[src/rtl/bus_arbiter.sv]
// Round-robin bus arbiter: registered one-hot grant held for the whole bus_busy
// tenure, with a watchdog that revokes a grant that never starts or never finishes.
module bus_arbiter #(
    parameter int NUM_REQ   = 6,
    parameter int ID_WIDTH  = 3,
    parameter int TIMEOUT   = 255,
    parameter int CNT_WIDTH = 8
) (
    input  logic                clk,
    input  logic                reset_n,
    input  logic [NUM_REQ-1:0]  bus_req,
    input  logic                bus_busy,
    output logic [NUM_REQ-1:0]  bus_grant,
    output logic                grant_valid,
    output logic [ID_WIDTH-1:0] grant_id,
    output logic                timeout_err
);

    typedef enum logic [1:0] {
        ST_IDLE    = 2'd0,
        ST_GRANT   = 2'd1,
        ST_BUSY    = 2'd2,
        ST_RELEASE = 2'd3
    } state_t;

    localparam logic [CNT_WIDTH-1:0] TO_LAST   = CNT_WIDTH'(TIMEOUT - 1);
    localparam logic [ID_WIDTH-1:0]  LAST_INIT = ID_WIDTH'(NUM_REQ - 1);

    state_t                r_state;
    logic [NUM_REQ-1:0]    r_grant;
    logic                  r_valid;
    logic [ID_WIDTH-1:0]   r_grant_id;
    logic                  r_timeout_err;
    logic [CNT_WIDTH-1:0]  r_cnt;
    logic [ID_WIDTH-1:0]   r_last;

    logic                  w_pick_found;
    logic [ID_WIDTH-1:0]   w_pick_id;
    logic                  w_owner_req;
    logic                  w_cnt_expired;

    // First requester strictly above last wins; otherwise the lowest requester (wrap).
    function automatic logic [ID_WIDTH:0] rr_pick(
        input logic [NUM_REQ-1:0]  req,
        input logic [ID_WIDTH-1:0] last
    );
        logic                found_hi;
        logic                found_lo;
        logic [ID_WIDTH-1:0] win_hi;
        logic [ID_WIDTH-1:0] win_lo;
        found_hi = 1'b0;
        found_lo = 1'b0;
        win_hi   = {ID_WIDTH{1'b0}};
        win_lo   = {ID_WIDTH{1'b0}};
        for (int j = 0; j < NUM_REQ; j++) begin
            if (!found_hi && req[j] && (ID_WIDTH'(j) > last)) begin
                found_hi = 1'b1;
                win_hi   = ID_WIDTH'(j);
            end else begin
                found_hi = found_hi;
            end
            if (!found_lo && req[j]) begin
                found_lo = 1'b1;
                win_lo   = ID_WIDTH'(j);
            end else begin
                found_lo = found_lo;
            end
        end
        if (found_hi) begin
            return {1'b1, win_hi};
        end else begin
            return {found_lo, win_lo};
        end
    endfunction

    function automatic logic [NUM_REQ-1:0] to_onehot(input logic [ID_WIDTH-1:0] idx);
        logic [NUM_REQ-1:0] v;
        for (int j = 0; j < NUM_REQ; j++) begin
            v[j] = (ID_WIDTH'(j) == idx);
        end
        return v;
    endfunction

    // Arbitration winner and tenure status decode.
    always_comb begin
        {w_pick_found, w_pick_id} = rr_pick(bus_req, r_last);
        w_owner_req   = |(bus_req & r_grant);
        w_cnt_expired = (r_cnt == TO_LAST);
    end

    // Tenure FSM with registered grant, id, watchdog counter and rotation pointer.
    always_ff @(posedge clk) begin
        if (!reset_n) begin
            r_state       <= ST_IDLE;
            r_grant       <= {NUM_REQ{1'b0}};
            r_valid       <= 1'b0;
            r_grant_id    <= {ID_WIDTH{1'b0}};
            r_timeout_err <= 1'b0;
            r_cnt         <= {CNT_WIDTH{1'b0}};
            r_last        <= LAST_INIT;
        end else begin
            r_timeout_err <= 1'b0;
            case (r_state)
                ST_IDLE: begin
                    if (!bus_busy && w_pick_found) begin
                        r_state    <= ST_GRANT;
                        r_grant    <= to_onehot(w_pick_id);
                        r_valid    <= 1'b1;
                        r_grant_id <= w_pick_id;
                        r_cnt      <= {CNT_WIDTH{1'b0}};
                    end else begin
                        r_state <= ST_IDLE;
                    end
                end
                // bus_busy outranks both an abandoned request and the watchdog.
                ST_GRANT: begin
                    if (bus_busy) begin
                        r_state <= ST_BUSY;
                        r_cnt   <= {CNT_WIDTH{1'b0}};
                    end else if (!w_owner_req || w_cnt_expired) begin
                        r_state       <= ST_RELEASE;
                        r_grant       <= {NUM_REQ{1'b0}};
                        r_valid       <= 1'b0;
                        r_last        <= r_grant_id;
                        r_timeout_err <= w_owner_req;
                    end else begin
                        r_cnt <= r_cnt + CNT_WIDTH'(1);
                    end
                end
                ST_BUSY: begin
                    if (!bus_busy || w_cnt_expired) begin
                        r_state       <= ST_RELEASE;
                        r_grant       <= {NUM_REQ{1'b0}};
                        r_valid       <= 1'b0;
                        r_last        <= r_grant_id;
                        r_timeout_err <= bus_busy;
                    end else begin
                        r_cnt <= r_cnt + CNT_WIDTH'(1);
                    end
                end
                ST_RELEASE: begin
                    r_state <= ST_IDLE;
                end
                default: begin
                    r_state <= ST_IDLE;
                    r_grant <= {NUM_REQ{1'b0}};
                    r_valid <= 1'b0;
                end
            endcase
        end
    end

    assign bus_grant   = r_grant;
    assign grant_valid = r_valid;
    assign grant_id    = r_grant_id;
    assign timeout_err = r_timeout_err;

endmodule

[config.mk]
export PLATFORM = sky130hd
export DESIGN_NAME = bus_arbiter
export DESIGN_NICKNAME = d
export VERILOG_FILES = /design/src/rtl/bus_arbiter.sv
export SDC_FILE = /design/constraint.sdc
export NUM_CORES = 1
export LEC_CHECK = 0
export ABC_AREA = 1
export CAP_MARGIN = 40
export CORE_ASPECT_RATIO = 0.5
export CORE_UTILIZATION = 30
export DETAILED_ROUTE_END_ITERATION = 8
export DONT_BUFFER_PORTS = 1
export SYNTH_ARGS = -nofsm -noshare
export SYNTH_HDL_FRONTEND = slang
export SYNTH_SLANG_ARGS = --single-unit
[constraint.sdc]
create_clock -name clk -period 1.5 [get_ports clk]
set_input_delay 0.225 -clock clk [delete_from_list [all_inputs] [get_ports clk]]
set_output_delay 0.225 -clock clk [all_outputs]
set_load 0.01 [all_outputs]
==> metrics.log <==
[metrics] outcome: complete, but fails checks
[metrics] violations in the final reports: setup timing
[metrics] Placed Area: 1780 um^2
[metrics] Inserted Clock Buffers: 3
[metrics] remaining routing DRC violations: 0
[metrics] final-report setup violation count: 11
[metrics] Post-DRT Antenna Nets: 0
[metrics] buffer levels on the longest clock path: 2
[metrics] number of global-route vias before repair: about 1.4k
[metrics] Global Route met1 Usage: 18.8%
[metrics] number of levels the H-tree was split into: 1
[metrics] largest net degree at the start of global routing: 15
[metrics] met2 global-route usage: between 20% and 30%
[metrics] final std cell area, no fill: 2080 um^2
[metrics] Clock Skew: 4.68 ps
[metrics] grt met3 use: slightly above 3%
[metrics] Vias per Instance: about 4.7
[metrics] most frequent standard cell in the layout excluding fill and tap cells: nand2_1
[metrics] commonest non-fill, non-tap cells in the layout: nand2_1 (42), inv_1 (26), buf_4 (26)
[metrics] kind of critical path: register to register
[metrics] global-route wire length before repair: ~6.0 mm
[metrics] class of the worst hold path: primary input to register
[metrics] setup repair after global routing missed its margin: true
[metrics] type of destination of the critical path: register
[metrics] I/O pin cnt: 20
[metrics] cts-stage hold buffer count: 0
[metrics] Synth cell types: 28
[metrics] area of all sequential standard cells: roughly 490 um^2
[metrics] total global routing track utilization: between 10% and 20%
[metrics] routed len/inst: around 12 um
[metrics] Most Used Layer, Global Route: met2
[metrics] Final Critical Period: 1570 ps
[metrics] netlist area before placement: ~1500 um^2
[metrics] max-cap viol count: 0
[metrics] initial DRC count: 41
[metrics] share of synthesized area occupied by flip-flops and latches: about 33%
[metrics] effective utilization at floorplan: 32.4%
[metrics] final-layout worst hold slack: around 56 ps
[metrics] Seq cells post-synth: 24
[metrics] buffer type at the clock tree root: clkbuf_8
[metrics] Max rail drop VDD: 0.650 mV
[metrics] fin. max-slew vios: 0
[metrics] Setup Slack @ Placement: -189 ps
[metrics] router iterations before antenna repair: 4
[metrics] total leakage power: ~0.00099 uW
[metrics] Ant. Diodes: 0
[metrics] number of warning messages in the yosys log: 0
[metrics] arrival time at the worst endpoint: roughly 1700 ps
[metrics] HPWL reported at the end of detailed placement: 2.82 mm
[metrics] Post-layout nets: around 270
[metrics] Layout area overhead: 40.7%
[metrics] clock latency at the later pin of the worst-skew pair: 270 ps
[metrics] total core area: 4550 um^2
[metrics] area of combinational cells with multiple inputs: approximately 1100 um^2
[metrics] post-synthesis area per instance: between 6 and 7 um^2
[metrics] Slew HR: 67.3%
[metrics] gate count of the mapped netlist: between 200 and 250
[metrics] final global-route overflow total: 0
[metrics] portion of the clock cycle consumed by the worst path in the final layout: 104%
[metrics] Port-buffer cells: 0
[metrics] Achievable Freq: between 600 and 700 MHz
[metrics] transition at the pin with the smallest max-transition slack: ~490 ps
[metrics] net count after synthesis: around 240
[metrics] via count: roughly 1.5k
[metrics] area enclosed by the die boundary: 5220 um^2
[metrics] number of rows created at floorplan: 17
[metrics] Detailed Route WL: about 3.8 mm
[metrics] floorplan die height: roughly 52 um
[metrics] ratio of cells with drive above 1 in the final layout: a little over a third
[metrics] CTS Sinks: 24
[metrics] final hold violation count: 0
[metrics] total power divided by cell area: between 2000 and 2500 nW/um^2
[metrics] clock-pin slew on the worst setup and hold paths: around 90 ps
[metrics] antenna violations before repair: 0
[metrics] launching element type of the critical path: register
[metrics] horizontal die dimension: a little over 100 um
[metrics] Layout fillers: 453
[metrics] biggest fanout along the worst timing path: 5
[metrics] slack of the critical path: -65.3 ps
[metrics] Required @ worst endpoint: around 1600 ps
[metrics] TritonCTS clock tree: built
[metrics] global placement routability congestion: 0.869
[through the flow]
stage / cells / utilization [%] / TNS, ps / total power, uW
2_1_floorplan: 223 / - / -4.82 / 2470
3_3_place_gp: 314 / 39.0 / -1010 / 3250
3_5_place_dp: 314 / 39.0 / -1680 / 3310
4_1_cts: 320 / 42.2 / -875 / 4100
5_1_grt: 320 / 45.6 / -2260 / 4850
6_report: 320 / 45.6 / -459 / 4490
[worst max-delay path, cell delays in order (launching register included)]
cell      delay [ps]
dfxtp_2          350
inv_2             50
ha_4             160
nand2_4           60
nor2_4            40
nand2_4          100
nand2_2           60
a21oi_2          130
nand3_2          140
buf_6            170
a21oi_1          120
a211oi_1          60
[what timing repair did]
action | 4_1_cts | 5_1_grt
pin swaps | 6 | 2
resized for setup | 22 | 50
endpoints found under the setup margin | 18 | 23
setup buffers | 2 | 0
[final timing paths]
check | startpoint | to | slack [ps] | cells after the start
setup reg to reg | r_cnt[0] | r_cnt[3] | -70 | 11
hold reg to reg | r_last[0] | r_last[0] | 490 | 2
hold / removal | reset_n | r_last[1] | 60 | 2
setup / recovery | r_cnt[0] | r_cnt[3] | -70 | 11
[state kept, by name (all words and copies together) (netlist names)]
name,count
r_cnt,8
bus_grant,6
grant_id,3
r_last,3
r_state,2
grant_valid,1
timeout_err,1
[area by class of cell]
cell class                 instances  area share (%)
multi-input combinational        163            51.4
sequential                        24            23.6
timing repair buffer              29            11.0
inverter                          34            6.63
tap                               66            3.98
clock buffer                       3            1.99
clock inverter                     1            1.45
[cells in the mapped netlist]
| cell | count | share of area [%] |
|---|---|---|
| a21oi_1 | 19 | 6.4 |
| o211ai_1 | 3 | 1.5 |
| nor2_8 | 1 | 1.4 |
| a21boi_2 | 1 | 0.76 |
| nor2_1 | 32 | 8.1 |
| nand3_1 | 17 | 5.8 |
| nand2_1 | 47 | 12 |
| xnor2_1 | 2 | 1.2 |
| xor2_1 | 1 | 0.59 |
| clkinv_2 | 1 | 0.34 |
| a2111oi_0 | 1 | 0.59 |
| inv_2 | 1 | 0.25 |
| nand4_1 | 2 | 0.85 |
| nand2_2 | 2 | 0.85 |
| dfxtp_1 | 24 | 33 |
| o211a_1 | 3 | 2.0 |
| o21ai_0 | 15 | 5.1 |
| nand3_2 | 1 | 0.68 |
| nand2_4 | 1 | 0.76 |
| nor3_1 | 2 | 0.68 |
| nor2_2 | 1 | 0.42 |
| clkbuf_1 | 2 | 0.51 |
| ha_1 | 7 | 5.9 |
| inv_1 | 32 | 8.1 |
| a211oi_1 | 2 | 1.0 |
| and3_1 | 1 | 0.42 |
| a21oi_2 | 1 | 0.59 |
| o21a_1 | 1 | 0.51 |
[power by group]
part | leakage [uW] | switching, uW | internal (uW)
registers | 0.000198 | 191 | 859
logic | 0.000753 | 1580 | 1280
clock network | 0.0000357 | 225 | 357
total | 0.000986 | 1990 | 2500
[per-layer routing]
metal  up-vias  part of all wire (%)
met4         0                  0.83
met2        20                    50
met1       698                    46
li1        793                     -
met5         -                     0
met3         2                   3.3
[kinds of logic (layout without fill, tap and decap cells)]
group                      count (synthesis)  in the layout  synth area share, %
AOI/OAI and AO/OA                         46             46                 18.6
xor gates and xnor gates                   3              3                 1.78
adders and majority gates                  7              7                 5.94
buffers and inverters                     36             67                 9.25
DFF                                       24             24                 32.6
and+or+nand+nor                          107            107                 31.9
(Power assumes the default switching activity.)
